--- config.mk ---
export PLATFORM = sky130hd
export DESIGN_NAME = alu_muldiv_flat
export DESIGN_NICKNAME = d
export VERILOG_FILES = /design/src/rtl/alu_muldiv_if.sv /design/src/rtl/alu_muldiv.sv /design/src/flat_wrapper.sv
export SDC_FILE = /design/constraint.sdc
export NUM_CORES = 1
export LEC_CHECK = 0
export CAP_MARGIN = 5
export CORE_MARGIN = 5
export CORE_UTILIZATION = 60
export DETAILED_ROUTE_END_ITERATION = 6
export PLACE_DENSITY = 0.9
export SYNTH_ARGS = -nofsm -noshare
export SYNTH_HDL_FRONTEND = slang
export SYNTH_SLANG_ARGS = --single-unit
--- constraint.sdc ---
create_clock -name clk_i -period 11.5 [get_ports clk_i]
set_clock_uncertainty 0.1 [all_clocks]
set_input_delay 1.725 -clock clk_i [delete_from_list [all_inputs] [get_ports clk_i]]
set_output_delay 1.725 -clock clk_i [all_outputs]
set_load 0.005 [all_outputs]
--- src/rtl/alu_muldiv_if.sv ---
// alu_muldiv_if: request/result bundle for alu_muldiv (start_i, ALUCtrl_i, src1_i, src2_i in; busy_o, done_o, hi_o, lo_o, div_zero_o out)
interface alu_muldiv_if #(parameter int DATA_W = 32);
  logic              start_i;
  logic [3:0]        ALUCtrl_i;
  logic [DATA_W-1:0] src1_i;
  logic [DATA_W-1:0] src2_i;
  logic              busy_o;
  logic              done_o;
  logic [DATA_W-1:0] hi_o;
  logic [DATA_W-1:0] lo_o;
  logic              div_zero_o;
  modport master (
    output start_i, ALUCtrl_i, src1_i, src2_i,
    input  busy_o, done_o, hi_o, lo_o, div_zero_o
  );
  modport slave (
    input  start_i, ALUCtrl_i, src1_i, src2_i,
    output busy_o, done_o, hi_o, lo_o, div_zero_o
  );
endinterface

--- src/rtl/alu_muldiv.sv ---
// alu_muldiv: iterative MULTU/MULT/DIVU/DIV unit; ports clk_i, rst_i (sync active-high), bus (alu_muldiv_if.slave); MULT/DIV enabled by ALU_MULDIV_SIGNED_EN
module alu_muldiv #(
  parameter int DATA_W = 32
) (
  input logic         clk_i,
  input logic         rst_i,
  alu_muldiv_if.slave bus
);
  localparam int CW = $clog2(DATA_W + 1);
  typedef enum logic [1:0] {IDLE, CALC, FIX, DONE} state_t;
  state_t              state, state_n;
  logic [CW-1:0]       cnt;
  logic                is_div, div_zero, op_ok, accept, zero_div;
  logic [DATA_W-1:0]   b, rem, q, hi, lo, mag1, mag2, diff, quo, rmd;
  logic [2*DATA_W-1:0] prod;
  logic [DATA_W:0]     sum, shifted;
  logic                ge;
`ifdef ALU_MULDIV_SIGNED_EN
  logic s1, s2, neg_p, neg_r;
  assign op_ok = bus.ALUCtrl_i[3:2] == 2'b10;
  assign s1    = bus.ALUCtrl_i[0] & bus.src1_i[DATA_W-1];
  assign s2    = bus.ALUCtrl_i[0] & bus.src2_i[DATA_W-1];
  assign mag1  = s1 ? -bus.src1_i : bus.src1_i;
  assign mag2  = s2 ? -bus.src2_i : bus.src2_i;
  assign prod  = neg_p ? -{rem, q} : {rem, q};
  assign quo   = neg_p ? -q : q;
  assign rmd   = neg_r ? -rem : rem;
`else
  assign op_ok = bus.ALUCtrl_i[3:2] == 2'b10 && !bus.ALUCtrl_i[0];
  assign mag1  = bus.src1_i;
  assign mag2  = bus.src2_i;
  assign prod  = {rem, q};
  assign quo   = q;
  assign rmd   = rem;
`endif
  assign accept   = bus.start_i && state == IDLE && op_ok;
  assign zero_div = bus.ALUCtrl_i[1] && bus.src2_i == '0;
  assign sum      = {1'b0, rem} + {1'b0, q[0] ? b : '0};
  assign shifted  = {rem, q[DATA_W-1]};
  assign ge       = shifted >= {1'b0, b};
  assign diff     = shifted[DATA_W-1:0] - b;
  always_comb begin
    state_n = state;
    state_n = state == IDLE ? (accept ? (zero_div ? DONE : CALC) : IDLE)
            : state == CALC ? (cnt == CW'(DATA_W - 1) ? FIX : CALC)
            : state == FIX  ? DONE : IDLE;
  end
  always_ff @(posedge clk_i)
    if (rst_i) state <= IDLE;
    else state <= state_n;
  always_ff @(posedge clk_i) begin
    if (rst_i) begin
      cnt      <= '0;
      hi       <= '0;
      lo       <= '0;
      div_zero <= 1'b0;
    end else if (accept) begin
      is_div   <= bus.ALUCtrl_i[1];
      b        <= mag2;
      q        <= mag1;
      rem      <= '0;
      cnt      <= '0;
      div_zero <= zero_div;
`ifdef ALU_MULDIV_SIGNED_EN
      neg_p    <= s1 ^ s2;
      neg_r    <= s1;
`endif
      if (zero_div) begin
        hi <= bus.src1_i;
        lo <= '1;
      end
    end else if (state == CALC) begin
      cnt <= cnt + 1'b1;
      rem <= is_div ? (ge ? diff : shifted[DATA_W-1:0]) : sum[DATA_W:1];
      q   <= is_div ? {q[DATA_W-2:0], ge} : {sum[0], q[DATA_W-1:1]};
    end else if (state == FIX) begin
      {hi, lo} <= is_div ? {rmd, quo} : prod;
    end
  end
  assign bus.busy_o     = state != IDLE;
  assign bus.done_o     = state == DONE;
  assign bus.hi_o       = hi;
  assign bus.lo_o       = lo;
  assign bus.div_zero_o = div_zero;
endmodule
--- src/flat_wrapper.sv ---
// flat-port wrapper written by rule: the top's interface ports become plain ports
module alu_muldiv_flat 
#(
  parameter int DATA_W = 32
)
  (clk_i, rst_i, bus_start_i, bus_ALUCtrl_i, bus_src1_i, bus_src2_i, bus_busy_o, bus_done_o, bus_hi_o, bus_lo_o, bus_div_zero_o);
  alu_muldiv_if #(.DATA_W(DATA_W)) bus_i ();
  input logic clk_i;
  input logic rst_i;
  input wire logic [$bits(bus_i.start_i)-1:0] bus_start_i;
  input wire logic [$bits(bus_i.ALUCtrl_i)-1:0] bus_ALUCtrl_i;
  input wire logic [$bits(bus_i.src1_i)-1:0] bus_src1_i;
  input wire logic [$bits(bus_i.src2_i)-1:0] bus_src2_i;
  output wire logic [$bits(bus_i.busy_o)-1:0] bus_busy_o;
  output wire logic [$bits(bus_i.done_o)-1:0] bus_done_o;
  output wire logic [$bits(bus_i.hi_o)-1:0] bus_hi_o;
  output wire logic [$bits(bus_i.lo_o)-1:0] bus_lo_o;
  output wire logic [$bits(bus_i.div_zero_o)-1:0] bus_div_zero_o;
  assign bus_i.start_i = bus_start_i;
  assign bus_i.ALUCtrl_i = bus_ALUCtrl_i;
  assign bus_i.src1_i = bus_src1_i;
  assign bus_i.src2_i = bus_src2_i;
  assign bus_busy_o = bus_i.busy_o;
  assign bus_done_o = bus_i.done_o;
  assign bus_hi_o = bus_i.hi_o;
  assign bus_lo_o = bus_i.lo_o;
  assign bus_div_zero_o = bus_i.div_zero_o;
  alu_muldiv #(.DATA_W(DATA_W)) u_core (.clk_i(clk_i), .rst_i(rst_i), .bus(bus_i));
endmodule
==> out/qor.yml, run 1 <==
end_kind: "flop"
synth-edff-count: 97
status: "completed"
syn-num-nets: 1350
maxSlewViolCount: 0
p_per_area_mw_per_mm2: 108.3
io_buffer_count: 137
placed_cell_area_mm2: 0.01225
slowest_stage: "or2_2"
power.leakage_uw: 0.005014
cp_max_fo: 77
hp-class: "reg2reg"
antenna_cells: 0
yosysWarningCount: 0
pre_cts_slack_ps: 5864
n_fill_cell: 1285
area_growth_pct: 19.27
final-setup-viol-count: 0
dr.pass1.iters: 6
grt_usage: 0.2953
gp_congestion: 0.9748
drv_cap: 0
cts_resized: 0
cp.arrival_ps: 5620
cts.sinks: 170
period_minus_slack_ps: 5406
slew_headroom: 0.2083
cts_hold_buf: 0
power_uw: 1395
design_area_mm2: 0.01288
vias_per_cell: 6.423
ys_seq_area_frac: 0.4051
wl_per_cell_um: 20.41
period_share: 0.4701
grt_pass1_wl_um: 48380
crit_required_ps: 11720
grt_start_max_net_pins: 86
cts_tree: "yes"
dp_hpwl_um: 22650
dr.first_iter.drc_count: 1217
antenna_left: 0
crit_family: "simple AND/OR/NAND/NOR gates"
fp.dieW_um: 144.2
path_cells: "clkdlybuf4s50_1 > nor3b_1 > and3b_2 > buf_4 > nand3_1 > nor3_4 > buf_4 > or2_2 > nor2_1 > a311oi_1"
cts.htree.levels: 4
clock_latency_ps: 440
nets: 1444
clk_pin_slew_ps: 70
syn_area_mm2: 0.01080
placementRows: 49
start_util: 0.6053
setup-tns-final_ps: 0
drive_gt1_frac: 0.04625
critical_path_class: "in2reg"
tightest_slew_ps: 1187
synth_cell_type_count: 70
drc: 0
syn_avg_cell_area_um2: 8.910
slowest_delay_ps: 920
setup_slack_ps: 6094
wirelength_um: 31590
vias: 9943
antenna_found_initial: 0
async_flop_share: 0
cts_made_buffers: 17
chipHeight_um: 144.2
first_global_vias: 9294
core_area_mm2: 0.01784
synth-main-ff-cell: "edfxtp_1"
cts.repair_timing.setup_buffer_count: 0
hold_viol: 0
critPathMostFrequentCell: "buf_4"
die-area_mm2: 0.02078
grt_overflow_total: 0
worst_setup_path_start_kind: "primary input"
synth.ff_latch_count: 170
pin_count: 138
ir_drop_uv: 95.29
cts_root_buffer: "clkbuf_16"
grt_setup_unrepaired: "no"
synthCells: 1212
fmax_ghz: 0.1850
clockBufferDepth: 2
critPathBufInv: 3
## final timing paths
check                         from                     to  slack, ps  cells past startpoint
min          u_core.bus.div_zero_o  u_core.bus.div_zero_o        390                      2
min reg2reg  u_core.bus.div_zero_o  u_core.bus.div_zero_o        390                      2
max reg2reg          u_core.rem[2]          u_core.rem[1]       7110                     10
max               bus_ALUCtrl_i[3]    u_core.bus.hi_o[23]       6090                     10
## worst reg2reg max path, cell delays in order, from the launching register on
cell	delay [ps]
edfxtp_1	490
ha_1	410
a21o_1	180
a21oi_1	320
a211oi_2	120
and3b_4	360
a2111oi_4	110
o21ai_2	710
and2_1	790
mux2i_1	390
a21oi_1	110
## sequential cells by signal, summed over array words and instances (netlist names)
signal                 cells
u_core.bus.lo_o           32
u_core.bus.div_zero_o      1
u_core.cnt                 6
u_core.is_div              1
u_core.b                  32
u_core.q                  32
u_core.rem                32
u_core.bus.hi_o           32
u_core.state               2
## cell type report
class | instances | area, µm² | share of cell area
Multi-Input combinational cell | 928 | 5995 | 0.4654
Timing Repair Buffer | 147 | 1441 | 0.1119
Clock buffer | 18 | 450.4 | 0.03497
Tap cell | 229 | 286.5 | 0.02225
Clock inverter | 14 | 175.2 | 0.01360
Sequential cell | 170 | 4374 | 0.3396
Inverter | 42 | 157.7 | 0.01224
## power by group
part           leakage [µW]  total [µW]  switching (µW)  internal [µW]
combinational       0.00324         135            73.9           61.0
sequential          0.00147         658            8.12            650
clock              0.000303         601             293            309
total               0.00501        1390             375           1020
## synthesized netlist by cell type (3+ instances only)
| master | count | area (µm²) |
|---|---|---|
| a21oi_1 | 111 | 555.5 |
| nand2_1 | 106 | 397.9 |
| nor2_1 | 106 | 397.9 |
| edfxtp_1 | 97 | 2913 |
| o21ai_0 | 88 | 440.4 |
| nor3_1 | 74 | 370.4 |
| dfxtp_1 | 73 | 1461 |
| ha_1 | 65 | 813.3 |
| clkbuf_1 | 55 | 206.5 |
| mux2i_1 | 48 | 480.5 |
| inv_1 | 42 | 157.7 |
| and2_1 | 38 | 237.7 |
| xnor2_1 | 38 | 332.8 |
| a311oi_1 | 35 | 306.5 |
| a21o_1 | 27 | 202.7 |
| nand3_1 | 21 | 105.1 |
| xor2_1 | 21 | 183.9 |
| nand4_1 | 15 | 93.84 |
| nor2b_1 | 12 | 75.07 |
| a211oi_1 | 11 | 82.58 |
| a31oi_1 | 10 | 62.56 |
| nand2b_1 | 9 | 56.30 |
| o21bai_1 | 9 | 67.56 |
| and3_1 | 8 | 50.05 |
| buf_1 | 8 | 30.03 |
| nor4_1 | 8 | 50.05 |
| o21a_1 | 7 | 52.55 |
| buf_2 | 6 | 30.03 |
| o211ai_1 | 5 | 37.54 |
| a211o_1 | 3 | 26.28 |
| a41oi_1 | 3 | 26.28 |
| o22ai_1 | 3 | 18.77 |
## routing by layer
metal  routed length [µm]  track usage
met3                 3101      0.04960
met4                  966      0.09867
met1                12400       0.3837
met2                15120       0.5032
met5                    0            0
## placed cells by master (no fill, tap or decap), types with 7 or more instances in the layout
cell,count
o21bai_1,9
nand2_1,106
a211oi_1,11
dfxtp_1,73
o21ai_0,88
nand4_1,15
a21oi_1,111
xor2_1,21
nor4_1,8
a31oi_1,10
nand2b_1,9
inv_1,42
nor2b_1,11
and3_1,8
a311oi_1,35
mux2i_1,48
clkdlybuf4s50_1,136
nor3_1,74
o21a_1,7
xnor2_1,38
clkbuf_16,18
a21o_1,27
nor2_1,104
edfxtp_1,97
nand3_1,21
ha_1,65
buf_4,10
and2_1,38
## logic make-up (layout without fill, tap and decap cells)
logic type | after synthesis | in the layout | synth area share
and+or+nand+nor | 414 | 414 | 0.1827
AOI/OAI and AO/OA | 339 | 339 | 0.1981
DFF | 170 | 170 | 0.4051
buffers and inverters | 114 | 221 | 0.04171
adders and majority gates | 67 | 67 | 0.07902
xor gates and xnor gates | 59 | 59 | 0.04785
muxes | 49 | 49 | 0.04553
## metrics by stage
| step | util | hold slack (ps) | instances |
|---|---|---|---|
| final | 0.7219 | 393.0 | 1548 |
| after global routing | 0.7219 | 429.9 | 1548 |
| after CTS | 0.7219 | 404.1 | 1548 |
| after detailed placement | 0.6869 | 388.7 | 1516 |
| after global placement | 0.6869 | 376.6 | 1516 |
| after floorplan | - | 382.5 | 1212 |
No activity file was read; power rests on OpenSTA's default activity.
==> run 2: changes to the inputs <==
CORE_UTILIZATION = 51   (was 60)
PLACE_DENSITY = 0.81   (was 0.9)
clock period = 4.7 ns   (was 11.5 ns; I/O delays follow)
==> run 2 against run 1 <==
  * Utilization shrank 10 points
  * Cell count grew 3.2%
  * Critical endpoint is now u_core.rem[29]
  * Largest cell class unchanged
  * Global-route usage fell by 3.7 points
  * First-iteration DRC count is 25% lower
  * Clock power grew to 2.6 times the previous value
  * Power increased by 150%
  * Register-to-register slack got worse by 6400 ps
  * Final area grew 0.88%
  * Critical path type is now reg2reg
  * Clock-buffer cell count decreased by 1
==> out/qor.yml, run 2 (synthesized netlist as in run 1, its figures left out) <==
io_buffer_count: 137  # unchanged
drc: 0  # unchanged
die-area_mm2: 0.02418  # +16%
final-setup-viol-count: 0  # unchanged
layout_common_cells: "clkdlybuf4s50_1 (136), a21oi_1 (111), nand2_1 (106), nor2_1 (104), edfxtp_1 (97)"
grt_start_max_net_pins: 71  # -17%
period_minus_slack_ps: 4018
grt_setup_unrepaired: "no"
power.leakage_uw: 0.005045  # +0.61%
cts_hold_buf: 0  # unchanged
worst_setup_path_start_kind: "flop"
gp_congestion: 0.9646  # -1.0%
pwr-share-clk: 0.442  # +0.011
setup.worst_path.end: "u_core.rem[29]"
grt_pass1_wl_um: 50120  # +3.6%
cts_tree: "yes"
placementRows: 53  # +8.2%
maxSlewViolCount: 0  # unchanged
first_global_vias: 9336  # +0.45%
period_share: 0.8548
start_util: 0.5153  # -0.08996
hold_viol: 0  # unchanged
r2r_start: "u_core.q[0]"
grt_overflow_total: 0  # unchanged
pwr-share-seq: 0.463  # -0.009
antenna_left: 0  # unchanged
drv_cap: 0  # unchanged
wirelength_um: 31870  # +0.89%
antenna_found_initial: 0  # unchanged
hold_slack_ps: 399.9  # +6.927 ps
chipHeight_um: 155.5  # +7.9%
clk_pin_slew_ps: 70  # about the same
power.internal_uw: 2568  # +150%
fp.dieW_um: 155.5  # +7.9%
cts_resized: 0  # unchanged
tightest_slew_ps: 1311  # +123.4 ps
setup-tns-final_ps: 0  # unchanged
cts_root_buffer: "clkbuf_16"
ir_drop_uv: 242.5  # +150%
cts.htree.levels: 4  # unchanged
p_per_area_mw_per_mm2: 268.0  # +150%
worstSetupStartpoint: "u_core.q[0]"
r2r_slack_ps: 680  # -6430 ps
drive_gt1_frac: 0.04913  # +0.002884
antenna_cells: 0  # unchanged
switchingPower_uw: 914.9  # +140%
area_growth_pct: 20.32
placed_cells: 1566  # +3.3%
pin_count: 138  # unchanged
clock_latency_ps: 440  # about the same
core_area_mm2: 0.02096  # +17%
p_comb_frac: 0.095  # -0.002
dp_hpwl_um: 23200  # +2.4%
cp.arrival_ps: 4200  # -1420 ps
crit_required_ps: 4880  # -6840 ps
dr.first_iter.drc_count: 913  # -25%
end_kind: "flop"
cts_made_buffers: 17  # unchanged
cts.repair_timing.setup_buffer_count: 0  # unchanged
slew_headroom: 0.1261  # -0.08224
nets: 1448  # +0.28%
status: "completed"
r2r-end: "u_core.rem[29]"
fmax_ghz: 0.2489
hp-class: "reg2reg"
vias_per_cell: 6.137  # -4.5%
layout_commonest_cell: "clkdlybuf4s50_1"
critical_path_class: "reg2reg"
n_fill_cell: 1812  # +41%
grt_usage: 0.2579  # -0.03734
stdcell_count: 1598  # +3.2%
cp_max_fo: 17  # -78%
wl_per_cell_um: 19.94  # -2.3%
dr.pass1.iters: 5  # -1
cts.sinks: 170  # unchanged
vias: 9807  # -1.4%
r2r_cells: 12  # +2
switching_share: 0.2627  # -0.006045
clockBufferDepth: 2  # unchanged
## run 2: final cells by class
| class | instances | area [µm²] | area share |
|---|---|---|---|
| inverters | 42 | 157.7 | 0.01213 |
| repair buffers | 151 | 1471 | 0.1132 |
| multi-input cells | 928 | 6000 | 0.4617 |
| flip-flops and latches | 170 | 4374 | 0.3366 |
| well taps | 275 | 344.1 | 0.02648 |
| clock buffers | 17 | 425.4 | 0.03274 |
| clock inverters | 15 | 221.5 | 0.01704 |
## run 2: worst min-delay path by stage
stage	start	to	slack, ps	depth (start not counted)
global placement	u_core.bus.div_zero_o	u_core.bus.div_zero_o	370	2
detailed placement	u_core.bus.hi_o[17]	u_core.bus.hi_o[17]	390	2
finish	u_core.bus.hi_o[16]	u_core.bus.hi_o[16]	400	2
CTS	u_core.bus.hi_o[16]	u_core.bus.hi_o[16]	400	2
floorplan	u_core.bus.div_zero_o	u_core.bus.div_zero_o	380	2
global route	u_core.bus.hi_o[16]	u_core.bus.hi_o[16]	430	2
## run 2: power by group through the flow
stage / logic [µW] / clock network [µW] / registers [µW]
floorplan: 201 / 0 / 1640
global placement: 322 / 0 / 1640
detailed placement: 325 / 0 / 1640
CTS: 328 / 1560 / 1610
global route: 360 / 1620 / 1610
finish: 332 / 1540 / 1610
## run 2: worst max-delay path, stage by stage, from the launching register on
cell and delay [ps]:
edfxtp_1 640, and2_1 200, ha_1 180, fa_1 230, a21o_1 150, nand3_1 120, a31oi_1 490, a21oi_1 250
o311ai_0 430, a21oi_1 170, o21ai_0 320, mux2_2 390, a211oi_2 190
## run 2: layer usage
metal / track usage / part of all wire / vias up
met5: 0 / 0 / -
met1: 0.3591 / 0.43 / 4633
met2: 0.4130 / 0.46 / 479
met4: 0.08587 / 0.025 / 0
met3: 0.04061 / 0.084 / 53
li1: - / - / 4642
## run 2: metrics by stage
step | util | power (µW) | setup WS, ps | area (µm²)
floorplan | - | 1837 | 582.5 | 10800
global placement | 0.5892 | 1965 | 874.7 | 12350
detailed placement | 0.5892 | 1969 | 734.0 | 12350
CTS | 0.6201 | 3493 | 695.1 | 12990
global route | 0.6201 | 3594 | 368.1 | 12990
finish | 0.6201 | 3483 | 682.3 | 12990
==> run 3: changes to the inputs <==
CORE_ASPECT_RATIO = 1.75   (was unset)
==> run 3 against run 2 <==
  * Combinational power about the same
  * Largest power group unchanged
  * Die area up 0.48%
  * Largest cell class unchanged
  * Clock power down 12%
  * First-iteration DRC count up 20%
  * Worst setup slack worse by 290 ps
==> out/qor.yml, run 3 (synthesized netlist as in run 1, its figures left out) <==
placementRows: 70  # +32%
ir_drop_uv: 209.0  # -14%
vias_per_cell: 6.319  # +3.0%
dp_hpwl_um: 24010  # +3.5%
placed_cell_area_mm2: 0.01235  # about the same
crit_required_ps: 4880  # about the same
antenna_left: 0  # unchanged
r2r_cells: 12  # unchanged
wl_per_cell_um: 20.39  # +2.2%
grt_usage: 0.2651  # +0.007195
start_util: 0.5159  # +0.0005545
layout_commonest_cell: "clkdlybuf4s50_1"
hold_viol: 0  # unchanged
dr.first_iter.drc_count: 1092  # +20%
design_area_mm2: 0.01291  # -0.64%
fin_util: 0.6167  # -0.003338
cp_max_fo: 22  # +5
clk_pin_slew_ps: 70  # about the same
p_per_area_mw_per_mm2: 256.1  # -4.4%
grt_pass1_wl_um: 51520  # +2.8%
cts_tree: "yes"
vias: 9952  # +1.5%
antenna_cells: 0  # unchanged
grt_overflow_total: 0  # unchanged
layout_common_cells: "clkdlybuf4s50_1 (136), a21oi_1 (111), nand2_1 (106), nor2_1 (104), edfxtp_1 (97)"
end_kind: "flop"
area_growth_pct: 19.55
gp_congestion: 1.008  # +4.5%
drive_gt1_frac: 0.04762  # -0.001512
grt_setup_unrepaired: "no"
period_share: 0.9163  # +0.06149
hp-class: "reg2reg"
cts.htree.levels: 4  # unchanged
r2r_start: "u_core.q[0]"
die-area_mm2: 0.02430  # +0.48%
drv_cap: 0  # unchanged
critical_path_class: "reg2reg"
setup_slack_ps: 393.3  # -289.0 ps
final-setup-viol-count: 0  # unchanged
nets: 1448  # unchanged
io_buffer_count: 137  # unchanged
pin_count: 138  # unchanged
period_minus_slack_ps: 4307  # +289.0 ps
worst_setup_path_start_kind: "flop"
fmax_ghz: 0.2322  # -6.7%
cts_resized: 0  # unchanged
tightest_slew_ps: 1082  # -228.8 ps
clockBufferDepth: 2  # unchanged
clock_latency_ps: 440  # about the same
grt_start_max_net_pins: 85  # +20%
core_area_mm2: 0.02093  # -0.11%
status: "completed"
r2r_slack_ps: 390  # -290 ps
antenna_found_initial: 0  # unchanged
first_global_vias: 9963  # +6.7%
hp-start: "u_core.bus.div_zero_o"
dr.pass1.iters: 6  # +1
cts.repair_timing.setup_buffer_count: 0  # unchanged
cts_hold_buf: 0  # unchanged
pre_cts_slack_ps: 568.2  # -165.8 ps
cts_made_buffers: 17  # unchanged
chipHeight_um: 202.5  # +30%
worstSetupStartpoint: "u_core.q[0]"
cts_root_buffer: "clkbuf_16"
fp.dieW_um: 120  # -23%
setup.worst_path.end: "u_core.rem[29]"
slew_headroom: 0.2786  # +0.1525
setup-tns-final_ps: 0  # unchanged
r2r-end: "u_core.rem[29]"
maxSlewViolCount: 0  # unchanged
power.leakage_uw: 0.005022  # -0.44%
cp.arrival_ps: 4490  # +290 ps
wirelength_um: 32110  # +0.75%
drc: 0  # unchanged
cts.sinks: 170  # unchanged
==> run 3: stage by stage <==
step / cells / hold WS [ps] / total power [µW]
floorplan: 1212 / 382.5 / 1837
global placement: 1543 / 371.7 / 1964
detailed placement: 1543 / 389.3 / 1969
CTS: 1575 / 398.6 / 3307
global route: 1575 / 419.3 / 3415
finish: 1575 / 394.8 / 3306
==> run 3: routing by layer <==
metal / vias to the layer above / part of all wire / global-route usage / routed length (µm)
met5: - / 0 / 0 / 0
met2: 459 / 0.52 / 0.4744 / 16560
met3: 136 / 0.060 / 0.04153 / 1921
met4: 0 / 0.064 / 0.1614 / 2040
met1: 4701 / 0.36 / 0.2906 / 11580
li1: 4656 / - / - / -
==> run 3: final cells by class <==
type	instances	area, µm²
clock buffers	20	457.9
inverters	42	157.7
fillers	1762	8023
repair buffers	151	1509
multi-input cells	928	5995
well taps	252	315.3
flip-flops and latches	170	4374
clock inverters	12	101.3
==> run 3: worst min path at each step <==
stage,end,slack (ps),cells past startpoint
after floorplan,u_core.bus.div_zero_o,380,2
after global placement,u_core.bus.div_zero_o,370,2
after detailed placement,u_core.bus.div_zero_o,390,2
after CTS,u_core.bus.hi_o[25],400,2
after global routing,u_core.bus.hi_o[25],420,2
final,u_core.bus.div_zero_o,390,2
==> run 3: worst max-delay path, stage by stage, from the launching register on <==
cell      delay (ps)
edfxtp_1         830
and2_1           230
ha_1             180
fa_1             210
a21o_1           150
nand3_1          110
a31oi_1          410
a21oi_1          270
o311ai_0         520
a21oi_1          210
o21ai_0          360
mux2_2           390
a211oi_2         180
==> run 3: where the power goes <==
group	internal [µW]	switching, µW	total (µW)
sequential	1590	19.7	1610
clock	725	637	1360
combinational	151	182	333
